[config.mk]
export PLATFORM = sky130hd
export DESIGN_NAME = mem_bus_scheduler
export DESIGN_NICKNAME = d
export VERILOG_FILES = /design/src/rtl/mem_bus_scheduler.sv
export SDC_FILE = /design/constraint.sdc
export NUM_CORES = 1
export LEC_CHECK = 0
export CAP_MARGIN = 20
export CORE_AREA = 2 2 117 119
export CTS_CLUSTER_SIZE = 40
export DETAILED_ROUTE_END_ITERATION = 8
export DIE_AREA = 0 0 119 121
export PLACE_DENSITY = 0.61
export SLEW_MARGIN = 20
export SYNTH_ARGS = -nofsm -noshare
export SYNTH_HDL_FRONTEND = slang
export SYNTH_SLANG_ARGS = --single-unit
[constraint.sdc]
create_clock -name clk_i -period 2.15 [get_ports clk_i]
set_clock_uncertainty 0.15 [all_clocks]
set_input_delay 0.43 -clock clk_i [delete_from_list [all_inputs] [get_ports clk_i]]
set_output_delay 0.43 -clock clk_i [all_outputs]
set_load 0.01 [all_outputs]
[src/rtl/mem_bus_scheduler.sv]
`timescale 1ns/1ps
`default_nettype none
// ============================================================================
// Module   : mem_bus_scheduler
// Purpose  : Arbitrates a single memory master port between an instruction
//            cache and a data cache. The data cache wins ties. An optional
//            starvation guard periodically hands a tie to the instruction
//            cache. Ownership is held for the whole transaction. Every
//            completion or abort passes through one IDLE arbitration cycle.
// Revision : 1.0 - initial release
//
// Configuration macro:
//   MEM_BUS_SCHEDULER_ANTI_STARVE_EN - when defined, a saturating counter
//            tracks dcache grants made while icache is waiting. When the
//            counter reaches STARVE_LIMIT, a tie goes to icache. When the
//            macro is undefined, dcache has strict priority on ties.
//
// Parameters:
//   ADDR_W       - address width
//   DATA_W       - data width
//   STARVE_LIMIT - consecutive dcache grants tolerated while icache waits (>=1)
//
// Ports:
//   clk_i, reset_n_i             - rising-edge clock, async active-low reset
//   icache_{addr,wr_data,write,valid}_i / icache_{rd_data,ready}_o
//                                - instruction cache slave port
//   dcache_{addr,wr_data,write,valid}_i / dcache_{rd_data,ready}_o
//                                - data cache slave port
//   mem_{addr,wr_data,write,valid}_o / mem_{rd_data,ready}_i
//                                - memory master port
//   owner_o                      - 00 none, 01 icache, 10 dcache (registered)
// ============================================================================
module mem_bus_scheduler #(
    parameter int ADDR_W       = 32,
    parameter int DATA_W       = 32,
    parameter int STARVE_LIMIT = 4
) (
    input  logic              clk_i,
    input  logic              reset_n_i,
    // icache slave
    input  logic [ADDR_W-1:0] icache_addr_i,
    input  logic [DATA_W-1:0] icache_wr_data_i,
    input  logic              icache_write_i,
    input  logic              icache_valid_i,
    output logic [DATA_W-1:0] icache_rd_data_o,
    output logic              icache_ready_o,
    // dcache slave
    input  logic [ADDR_W-1:0] dcache_addr_i,
    input  logic [DATA_W-1:0] dcache_wr_data_i,
    input  logic              dcache_write_i,
    input  logic              dcache_valid_i,
    output logic [DATA_W-1:0] dcache_rd_data_o,
    output logic              dcache_ready_o,
    // memory master
    output logic [ADDR_W-1:0] mem_addr_o,
    output logic [DATA_W-1:0] mem_wr_data_o,
    output logic              mem_write_o,
    output logic              mem_valid_o,
    input  logic [DATA_W-1:0] mem_rd_data_i,
    input  logic              mem_ready_i,
    // status
    output logic [1:0]        owner_o
);

    // State encoding matches the owner_o code, so owner_o is the state register.
    localparam logic [1:0] c_idle  = 2'b00;
    localparam logic [1:0] c_own_i = 2'b01;
    localparam logic [1:0] c_own_d = 2'b10;

    logic [1:0] r_state;
    logic [1:0] w_state_nxt;
    logic       w_grant_i;
    logic       w_grant_d;
    logic       w_starve;

    // ------------------------------------------------------------------------
    // Starvation guard
    // ------------------------------------------------------------------------
`ifdef MEM_BUS_SCHEDULER_ANTI_STARVE_EN
    localparam int              c_cnt_w = $clog2(STARVE_LIMIT + 1);
    localparam logic [c_cnt_w-1:0] c_limit = c_cnt_w'(STARVE_LIMIT);

    logic [c_cnt_w-1:0] r_starve_cnt;

    assign w_starve = (r_starve_cnt == c_limit);

    // Grants are only made in IDLE, so the counter only moves there.
    // An IDLE cycle in which icache is not requesting counts as "not waiting"
    // and clears the count.
    always_ff @(posedge clk_i or negedge reset_n_i) begin
        if (!reset_n_i) begin
            r_starve_cnt <= '0;
        end else if (r_state == c_idle) begin
            if (w_grant_i || !icache_valid_i) begin
                r_starve_cnt <= '0;
            end else if (w_grant_d && (r_starve_cnt != c_limit)) begin
                r_starve_cnt <= r_starve_cnt + 1'b1;
            end
        end
    end
`else
    assign w_starve = 1'b0;
`endif

    // ------------------------------------------------------------------------
    // Arbitration (only acted upon in IDLE)
    // ------------------------------------------------------------------------
    assign w_grant_i = icache_valid_i && (!dcache_valid_i || w_starve);
    assign w_grant_d = dcache_valid_i && !w_grant_i;

    // ------------------------------------------------------------------------
    // Next-state logic
    // ------------------------------------------------------------------------
    // While owned, mem_valid_o equals the owner's valid. The FSM leaves the
    // owned state on completion (valid and ready) or on abort (valid dropped).
    // Both cases reduce to (!valid || ready). Otherwise the grant is locked.
    always_comb begin
        w_state_nxt = r_state;
        case (r_state)
            c_idle: begin
                if (w_grant_i) begin
                    w_state_nxt = c_own_i;
                end else if (w_grant_d) begin
                    w_state_nxt = c_own_d;
                end
            end
            c_own_i: begin
                if (!icache_valid_i || mem_ready_i) begin
                    w_state_nxt = c_idle;
                end
            end
            c_own_d: begin
                if (!dcache_valid_i || mem_ready_i) begin
                    w_state_nxt = c_idle;
                end
            end
            default: w_state_nxt = c_idle;
        endcase
    end

    always_ff @(posedge clk_i or negedge reset_n_i) begin
        if (!reset_n_i) begin
            r_state <= c_idle;
        end else begin
            r_state <= w_state_nxt;
        end
    end

    // ------------------------------------------------------------------------
    // Output muxing
    // ------------------------------------------------------------------------
    // mem_ready_i and mem_rd_data_i are only routed to the current owner.
    // In IDLE they are ignored.
    always_comb begin
        mem_addr_o       = '0;
        mem_wr_data_o    = '0;
        mem_write_o      = 1'b0;
        mem_valid_o      = 1'b0;
        icache_ready_o   = 1'b0;
        icache_rd_data_o = '0;
        dcache_ready_o   = 1'b0;
        dcache_rd_data_o = '0;
        case (r_state)
            c_own_i: begin
                mem_addr_o       = icache_addr_i;
                mem_wr_data_o    = icache_wr_data_i;
                mem_write_o      = icache_write_i;
                mem_valid_o      = icache_valid_i;
                icache_ready_o   = mem_ready_i;
                icache_rd_data_o = mem_rd_data_i;
            end
            c_own_d: begin
                mem_addr_o       = dcache_addr_i;
                mem_wr_data_o    = dcache_wr_data_i;
                mem_write_o      = dcache_write_i;
                mem_valid_o      = dcache_valid_i;
                dcache_ready_o   = mem_ready_i;
                dcache_rd_data_o = mem_rd_data_i;
            end
            default: ;
        endcase
    end

    assign owner_o = r_state;

endmodule
`default_nettype wire

Word-level counts from Yosys, hierarchy flattened. Index checks and enable logic that the tools add are counted.

Output and inout port bits: 134. Word-level logic and storage cells: 28. Input port bits: 167. Bits in registers: 2.

Multiplexer cells: 13. Reduce and logical (&&, ||, !) cells: 9. Eq/ne operators: 5.

Operators with widths (number): one-hot mux 32 bit (2 select lines) (2); 2-to-1 mux 32 bit (2); 2-to-1 mux 2 bit (4); one-hot mux 2 bit (3 select lines) (1); != test 2 bit, second input constant (2); one-hot mux 1 bit (2 select lines) (2); logical NOT 1 bit (3); != test 3 bit, second input constant (1); AND reduction 3 bit (1); equality test 2 x 1 -> 1 bit, second input constant (1); equality test 2 bit, second input constant (1); logical AND 1 bit (2); logical NOT 2 bit (1); logical OR 1 bit (2); 2-to-1 mux 1 bit (2).

Logic depth before layout (Yosys ltp).
Depth after elaboration: 7. Gate-level depth with buffers: 6. Gate-level depth less buffers: 5.

Least setup slack after synthesis. Ideal clock, no wire load.

Path type: reg-to-output. Start: register r_state[0], in the netlist owner_o[0]. End: output port mem_addr_o[0]. Stages on the path, launching flop included: 6. Data required time: 1570 ps. Buffers on the path: 2. Path slack: 267 ps. Data arrival time: 1303 ps. Path through: dfrtp_1 inv_1 ha_1 clkbuf_2 buf_2 nor2b_1.

Cells in the longest elaborated chain, start to end: 2. Elaborated cells on any way between the ends: 3. Classes of those cells: eq/ne: 2; mux: 1.

Ends and longest elaborated chain: start: declaration (RTL line 70) `logic [1:0] r_state;`; start signal: assignment (RTL line 143) `r_state <= c_idle;`; start signal: assignment (RTL line 145) `r_state <= w_state_nxt;`; equality test 2 bit / equality test 2 x 1 -> 1 bit (equally long branches) (RTL line 163) `case (r_state)`; one-hot mux 32 bit (2 select lines) (*) (RTL line 163); end: declaration (RTL line 55) `output logic [ADDR_W-1:0] mem_addr_o,`.

Every way passes the cells marked *; elsewhere a longest branch is shown, timed or not.

Worst setup path in the final report.
Start: register r_state[1], in the netlist owner_o[1]. End: output port mem_addr_o[26].

The elaborated chain is that of the path after synthesis.

==> results.cfg <==
[grt]
grt_max_degree = 42
grtUsageTotal = 0.161
grt_antenna_before_repair = 0
grt_pass1_vias = 3213
grt_pass1_wl_um = 18500
overflow = 0

[clock_tree]
root_buffer = clkbuf_16
clock_latency_ns = 0.22
cts_tree = built
h-tree-depth = 1
cts.sinks = 2
postCtsHoldBufs = 0
clk_pin_slew_ns = 0.03
cts_made_buffers = 3
cts_buffer_depth = 2

[drt]
vias = 3163
ant_nets = 0
vias_per_cell = 4.27
drt_iter0_drc = 83
drcViolationCount = 0
wl_per_cell_um = 18.3
wl_um = 13600
first_pass_iters = 4

[placement]
placed_area_sq_um = 4910
dp_hpwl_um = 9140
numPortBuffers = 300
gp_congestion = 0.829
place_ws_ns = -0.236

[power_and_ir_drop]
combPwrFrac = 0.942
peakVddDrop_uv = 635
p_clk_frac = 0.046
leakagePower_nw = 2.34
switching_share = 0.411
finalPower_mw = 6.11
powerDensity_nw_per_um2 = 1110
seqPwrFrac = 0.012
p_switching_mw = 2.51
power_report.internal_total_mw = 3.60

[timing]
setup_violations = 73
relSlewSlack = 0.807
rsz0062_at_grt = yes
fin_crit_sh = 1.09
min_period_ns = 2.35
max_freq_mhz = 426
tightest_slew_ns = 0.290
setup_ws_ns = -0.199
slew_violations = 0
tns_ns = -5.89
hold_viol_final = 0

[yosys]
ys_types = 18
synth.largest_area_cell = a22oi_1
ys_ff_latch = 2
synth.top_cells.by_area = a22oi_1 29%, and2_1 25%, nor2b_1 25%
async_flop_share = 1.00
syn-num-nets = 412
ys_top_cells_by_count = 66 x and2_1, 66 x nor2b_1, 65 x a22oi_1
synthCells = 242
avgSynthCellArea_sq_um = 6.95
synthesis.area_sq_um = 1680
yosys_warnings = 0
ys_seq_area_frac = 0.0298
synth_top_cell_area_share = 0.290
synth_edf_count = 0
ys.flop_type = dfrtp_1

[critical_path]
crit_path_end_kind = primary output
crit_required_ns = 1.57
worstPathMaxFanout = 4
cp-start-kind = register
max_stage_delay_ns = 0.41
critical_path.slowest_cell = dfrtp_1
crit_buf_inv = 6
path_class = register to primary output
crit_chain = inv_2 -> buf_6 -> ha_4 -> buf_12 -> buf_16 -> buf_12 -> nor2b_1 -> buf_2
crit_family = buffers and inverters
crit_top_cell = buf_12
cp.arrival_ns = 1.77

[floorplan]
die-area_sq_um = 14400
die_w_um = 119
rows = 42
ios = 301
start_util = 0.129
core_region_area_sq_um = 13100
die_h_um = 121

[status]
violations = negative setup slack
outcome = finished with violations

[min_path]
hp-class = primary input to async pin

[finish]
nFillCells = 1318
utilization = 0.423
layout.nets = 737
area_growth_pct = 229
antenna_cells = 0
fin_area_sq_um = 5530
largest_register_ffs = 2
drive_above_1_share = 0.435

[run]
max-cap-violations = 0
layout by cell type, fill, tap and decap left out:
master,synthesis,final
nor2b_2,0,18
buf_16,0,6
a22oi_1,65,32
nor2b_1,66,39
buf_12,0,16
o21ai_1,1,1
ha_4,0,3
and2_4,0,10
buf_6,5,22
a22oi_2,0,33
nand2_1,1,1
clkdlybuf4s15_2,0,7
o22ai_1,2,2
a21boi_1,1,1
a22oi_4,1,1
inv_1,3,1
o2bb2ai_1,1,1
buf_4,13,10
nor2_1,1,1
clkbuf_2,1,25
clkdlybuf4s50_1,0,168
dfrtp_1,2,2
buf_8,0,4
clkdlybuf4s15_1,0,14
nor2b_4,0,9
and2_1,66,56
inv_2,0,2
clkbuf_16,0,10
buf_2,8,70
stage by stage:
stage,hold WS [ns],cells
6_report,0.238,741
5_1_grt,0.244,741
4_1_cts,0.238,728
3_5_place_dp,0.463,707
3_3_place_gp,0.458,707
2_1_floorplan,-0.0156,242
logic make-up (layout without fill, tap and decap cells):
logic type / Yosys count / count (layout) / synth area share
adder cells (fa/ha/maj): 3 / 3 / 0.0223
flip-flops: 2 / 2 / 0.0298
buffers and inverters: 32 / 355 / 0.129
AND/OR/NAND/NOR: 134 / 134 / 0.496
AO/OA/AOI/OAI: 71 / 71 / 0.323
power by group through the flow:
stage	combinational, mW	clock, mW	sequential [mW]
after floorplan	2.05	0	0.0736
after global placement	4.12	0	0.0633
after detailed placement	4.15	0	0.0637
after CTS	4.87	0.285	0.0714
after global routing	6.12	0.287	0.0726
final	5.76	0.282	0.0714
worst paths after layout:
| path | from | end | slack, ns | cells past startpoint |
|---|---|---|---|---|
| min in group clk_i | owner_o[1] | owner_o[1] | 0.56 | 2 |
| max in group asynchronous | reset_n_i | owner_o[0] | 1.47 | 1 |
| worst min register to register | owner_o[1] | owner_o[1] | 0.56 | 2 |
| worst max-delay path | owner_o[1] | mem_addr_o[26] | -0.20 | 8 |
| worst max register to register | owner_o[1] | owner_o[0] | 0.30 | 8 |
| worst min-delay path | reset_n_i | owner_o[1] | 0.24 | 1 |
worst register-to-register path: cells and delay by family (launching register included):
family,cells,cell delay (ns)
flip-flops,1,0.41
AO/OA/AOI/OAI,3,0.40
adder cells (fa/ha/maj),1,0.20
buffers and inverters,4,0.58
per-layer routing:
layer / track usage / vias to the layer above / share of wire
li1: - / 1492 / -
met1: 0.187 / 1502 / 0.41
met2: 0.317 / 159 / 0.53
met3: 0.0268 / 10 / 0.060
met4: 0.0193 / 0 / 0.0060
met5: 0 / - / 0
repair_timing:
action                     in CTS  in global routing
resized for setup             435                154
gates cloned                    7                 10
setup endpoints to repair     132                126
setup buffers                  11                  4
pin swaps                       1                  3
layout make-up:
| class | instances | area (sq um) | share of cell area |
|---|---|---|---|
| inverter | 3 | 11.3 | 0.00204 |
| multi-input combinational | 208 | 1750 | 0.317 |
| sequential | 2 | 50.0 | 0.00905 |
| clock buffer | 3 | 75.1 | 0.0136 |
| tap | 176 | 220 | 0.0398 |
| timing repair buffer | 349 | 3420 | 0.618 |
(Power assumes the default switching activity.)
